--- config.mk ---
export PLATFORM = sky130hd
export DESIGN_NAME = cnt_chk_log_fifo
export DESIGN_NICKNAME = d
export VERILOG_FILES = /design/src/rtl/cnt_chk_log_fifo.sv
export SDC_FILE = /design/constraint.sdc
export NUM_CORES = 1
export LEC_CHECK = 0
export CAP_MARGIN = 20
export CORE_MARGIN = 1
export CORE_UTILIZATION = 55
export CTS_BUF_LIST = sky130_fd_sc_hd__clkbuf_4 sky130_fd_sc_hd__clkbuf_8 sky130_fd_sc_hd__clkbuf_16
export CTS_CLUSTER_DIAMETER = 40
export DETAILED_ROUTE_END_ITERATION = 12
export PLACE_DENSITY = 0.82
export SLEW_MARGIN = 20
export SYNTH_ARGS = -nofsm -noshare
export SYNTH_HDL_FRONTEND = slang
export SYNTH_SLANG_ARGS = --single-unit
--- constraint.sdc ---
create_clock -name CLK -period 3.1 [get_ports CLK]
set_input_delay 0.62 -clock CLK [delete_from_list [all_inputs] [get_ports CLK]]
set_output_delay 0.62 -clock CLK [all_outputs]
set_load 0.1 [all_outputs]
--- src/rtl/cnt_chk_log_fifo.sv ---
// cnt_chk_log_fifo: sync FIFO holding error log entries; push when full succeeds only with a pop
module cnt_chk_log_fifo #(
  parameter int W = 8,
  parameter int DEPTH = 4
) (
  input  logic         CLK,
  input  logic         RST,
  input  logic         flush,
  input  logic         push,
  input  logic         pop,
  input  logic [W-1:0] din,
  output logic [W-1:0] dout,
  output logic         full,
  output logic         empty
);
  localparam int AW = $clog2(DEPTH);
  logic [W-1:0] mem [DEPTH];
  logic [AW-1:0] wr, rd;
  logic [AW:0] cnt;
  logic do_push, do_pop;
  assign full = cnt == (AW+1)'(DEPTH);
  assign empty = cnt == '0;
  assign do_pop = pop && !empty;
  assign do_push = push && (!full || do_pop);
  assign dout = empty ? '0 : mem[rd];
  always_ff @(posedge CLK) begin
    if (RST || flush) begin
      wr <= '0;
      rd <= '0;
      cnt <= '0;
    end else begin
      wr <= wr + AW'(do_push);
      rd <= rd + AW'(do_pop);
      cnt <= cnt + (AW+1)'(do_push) - (AW+1)'(do_pop);
    end
  end
  always_ff @(posedge CLK)
    if (do_push && !RST && !flush) mem[wr] <= din;
endmodule

==> flow_metrics.py <==
metrics = {
    "synth": {
        "mappedNetlistNets": 107,
        "avgSynthCellArea_um2": 17.8,
        "synthesis.yosys.warnings": 0,
        "synthesis.area_um2": 1600,
        "number_of_flip_flops_and_latches_in_the_synthesized_netlist": 39,
        "synth.lib_cells_used.distinct": 21,
        "ys_seq_area_frac": 0.688,
        "synthCells": 90,
    },
    "clocking": {
        "clkSinkCount": 39,
        "clk_pin_slew_worst_paths_ns": 0.12,
        "cts_tree": "built",
        "clk_latency_ns": 0.35,
        "clock_path_buffers": 2,
        "post-cts-setup-buffer-count": 0,
        "root_buffer": "sky130_fd_sc_hd__clkbuf_4",
        "ctsHoldBuffers": 0,
        "total_clock_buffers_created_by_cts": 5,
        "post_cts_resized": 0,
        "cts.htree.levels": 2,
    },
    "detailed_routing": {
        "route.detailed.wl_per_inst_um": 17.1,
        "viasPerCell": 5.67,
        "ant_nets": 0,
        "drt-pass1-iter-count": 4,
        "route.vias.total": 868,
        "drt_drc_violations_left": 0,
        "routed_wirelength_um": 2610,
        "detailedRoute.firstIterationViolations": 33,
    },
    "grt": {
        "grt_first_pass_wirelength_um": 4230,
        "vias_in_the_first_global_route": 870,
        "grt_antenna_before_repair": 0,
        "pin_count_of_the_biggest_net_entering_global_routing": 15,
        "global_route.overflow_total": 0,
        "grt_use_total": 0.192,
    },
    "worst_setup_path": {
        "critical_path.cell_chain": "mux4_2, nor2b_1, buf_4",
        "critical_path_required_ns": 2.48,
        "critical_path.endpoint_type": "output pin",
        "cpPeakStageDelay_ns": 0.72,
        "worst_setup_path_start_kind": "flip-flop",
        "crit_path_top_delay_cell": "sky130_fd_sc_hd__dfxtp_1",
        "worst_r2r_path_depth": 9,
        "crit_type": "reg2out",
        "path_max_fanout": 9,
        "crit_arrival_ns": 2.02,
    },
    "pwr": {
        "max-vdd-ir-drop_v": 0.000539,
        "internal_power_w": 0.000718,
        "pwr-share-seq": 0.572,
        "power.switching_fraction": 0.295,
        "totalPowerFinal_w": 0.00102,
        "power_leakage_nw": 0.644,
        "power_frac_clock": 0.258,
        "proportion_of_power_drawn_by_combinational_gates": 0.170,
        "powerDensity_nw_per_um2": 531,
        "switchingPower_w": 0.000300,
    },
    "run": {
        "drv_cap": 0,
    },
    "floorplanning": {
        "rows": 19,
        "io_pins": 23,
        "floorplan.die.height_um": 56.0,
        "initial_utilization": 0.581,
        "die-width_um": 56.0,
        "core_area_um2": 2760,
        "fp.dieArea_um2": 3130,
    },
    "timing": {
        "finalCritPeriodShare": 0.853,
        "final_slew_viol_count": 0,
        "min_period_ns": 2.64,
        "clock_skews_ns": 0.00982,
        "finalSetupViolations": 0,
        "slew_headroom": 0.599,
        "report.final.hold_viol_count": 0,
        "max_slew.worst_pin.slew_ns": 0.601,
        "clock.fmax_mhz": 378,
        "setup-tns-final_ns": 0,
        "finalHoldWorstSlack_ns": 0.586,
        "rsz0062_at_grt": "false",
    },
    "final_layout": {
        "filler_cell_count": 197,
        "proportion_of_layout_cells_with_a_drive_suffix_above_1": 0.295,
        "antennaDiodeCount": 0,
        "nets": 138,
        "layout-area-overhead-vs-synth_pct": 19.8,
    },
    "place": {
        "dpl.hpwl_um": 1820,
        "io_buffers": 22,
        "globalplace.congestion": 0.759,
    },
    "run_status": {
        "run_status": "complete, no violations",
    },
    "min_path": {
        "worst_hold_path.num_cells": 2,
        "hold_path_class": "reg2reg",
    },
}
[worst max-delay path: cells and delay by family (launching register included)]
kind                   cells  cell delay (ns)
flip-flops                 1             0.72
buffers and inverters      1             0.23
AND/OR/NAND/NOR            1             0.15
multiplexers               1             0.57
[power by group through the flow]
stage | Combinational, W | Sequential (W) | Clock (W)
after detailed placement | 0.000174 | 0.000595 | 0
after floorplan | 0.000126 | 0.000591 | 0
after global placement | 0.000171 | 0.000594 | 0
after CTS | 0.000174 | 0.000583 | 0.000273
after global routing | 0.000181 | 0.000584 | 0.000292
final | 0.000173 | 0.000583 | 0.000263
[cell families (layout without fill, tap and decap cells)]
| logic type | count (synthesis) | count (layout) | share of synthesized area |
|---|---|---|---|
| AOI/OAI and AO/OA | 2 | 2 | 0.00937 |
| buffers and inverters | 4 | 36 | 0.0156 |
| DFF | 39 | 39 | 0.687 |
| muxes | 8 | 8 | 0.112 |
| adders and majority gates | 4 | 4 | 0.0359 |
| xor gates and xnor gates | 4 | 4 | 0.0219 |
| and+or+nand+nor | 29 | 29 | 0.117 |
[per-stage QoR]
| step | util | setup slack [ns] | instances | instance area, um^2 |
|---|---|---|---|---|
| floorplan | - | 0.246 | 90 | 1610 |
| global placement | 0.673 | 0.563 | 145 | 1860 |
| detailed placement | 0.673 | 0.433 | 145 | 1860 |
| CTS | 0.696 | 0.385 | 153 | 1920 |
| global route | 0.696 | 0.280 | 153 | 1920 |
| finish | 0.696 | 0.456 | 153 | 1920 |
[worst paths after layout]
| check | startpoint | endpoint | slack [ns] |
|---|---|---|---|
| setup / recovery | rd[0]$_SDFF_PP0_ | dout[0] | 0.46 |
| hold / removal | wr[1]$_SDFF_PP0_ | wr[1]$_SDFF_PP0_ | 0.59 |
| setup reg to reg | cnt[1]$_SDFF_PP0_ | cnt[2]$_SDFF_PP0_ | 0.94 |
| hold reg to reg | wr[1]$_SDFF_PP0_ | wr[1]$_SDFF_PP0_ | 0.59 |
[per-layer routing]
metal | track usage | share of wire
met5 | 0 | 0
met4 | 0.0627 | 0.015
met3 | 0.0651 | 0.052
met2 | 0.298 | 0.50
met1 | 0.258 | 0.43
[registers in the layout, summed over array words and instances, names as in the netlist]
signal and cells:
cnt 3, rd 2, mem 32, wr 2
[layout make-up]
class,count,area [um^2],area share
clock inverters,3,23.8,0.0124
multi-input cells,47,480,0.250
well taps,31,38.8,0.0202
inverters,1,3.75,0.00196
repair buffers,27,233,0.121
flip-flops and latches,39,1100,0.574
clock buffers,5,37.5,0.0196
[cell usage in the layout (no fill, tap or decap)]
master,instances
sky130_fd_sc_hd__and2_1,5
sky130_fd_sc_hd__buf_4,15
sky130_fd_sc_hd__clkbuf_4,5
sky130_fd_sc_hd__clkdlybuf4s50_1,12
sky130_fd_sc_hd__clkinvlp_4,2
sky130_fd_sc_hd__dfxtp_1,7
sky130_fd_sc_hd__edfxtp_1,32
sky130_fd_sc_hd__fa_1,1
sky130_fd_sc_hd__ha_1,3
sky130_fd_sc_hd__inv_1,1
sky130_fd_sc_hd__inv_6,1
sky130_fd_sc_hd__mux4_2,8
sky130_fd_sc_hd__nand2_1,2
sky130_fd_sc_hd__nand3_2,1
sky130_fd_sc_hd__nor2_1,2
sky130_fd_sc_hd__nor2b_1,9
sky130_fd_sc_hd__nor3_1,4
sky130_fd_sc_hd__nor3_2,1
sky130_fd_sc_hd__nor3b_1,2
sky130_fd_sc_hd__nor3b_2,1
sky130_fd_sc_hd__o21ai_0,1
sky130_fd_sc_hd__o21ba_2,1
sky130_fd_sc_hd__or3b_1,1
sky130_fd_sc_hd__or4b_4,1
sky130_fd_sc_hd__xnor2_1,4
[synthesized netlist by cell type]
library cell,n,share of area
sky130_fd_sc_hd__nor2b_1,9,0.035
sky130_fd_sc_hd__mux4_2,8,0.11
sky130_fd_sc_hd__nor3_2,1,0.0063
sky130_fd_sc_hd__buf_2,2,0.0063
sky130_fd_sc_hd__inv_1,1,0.0023
sky130_fd_sc_hd__dfxtp_1,7,0.087
sky130_fd_sc_hd__xnor2_1,4,0.022
sky130_fd_sc_hd__fa_1,1,0.013
sky130_fd_sc_hd__nand3_2,1,0.0063
sky130_fd_sc_hd__and2_1,5,0.020
sky130_fd_sc_hd__or4b_4,1,0.0086
sky130_fd_sc_hd__o21ai_0,1,0.0031
sky130_fd_sc_hd__nor2_1,2,0.0047
sky130_fd_sc_hd__buf_6,1,0.0070
sky130_fd_sc_hd__edfxtp_1,32,0.60
sky130_fd_sc_hd__nand2_1,2,0.0047
sky130_fd_sc_hd__nor3_1,4,0.013
sky130_fd_sc_hd__ha_1,3,0.023
sky130_fd_sc_hd__or3b_1,1,0.0055
sky130_fd_sc_hd__o21ba_2,1,0.0063
sky130_fd_sc_hd__nor3b_1,3,0.014
Power figures use the tool's default switching activity.
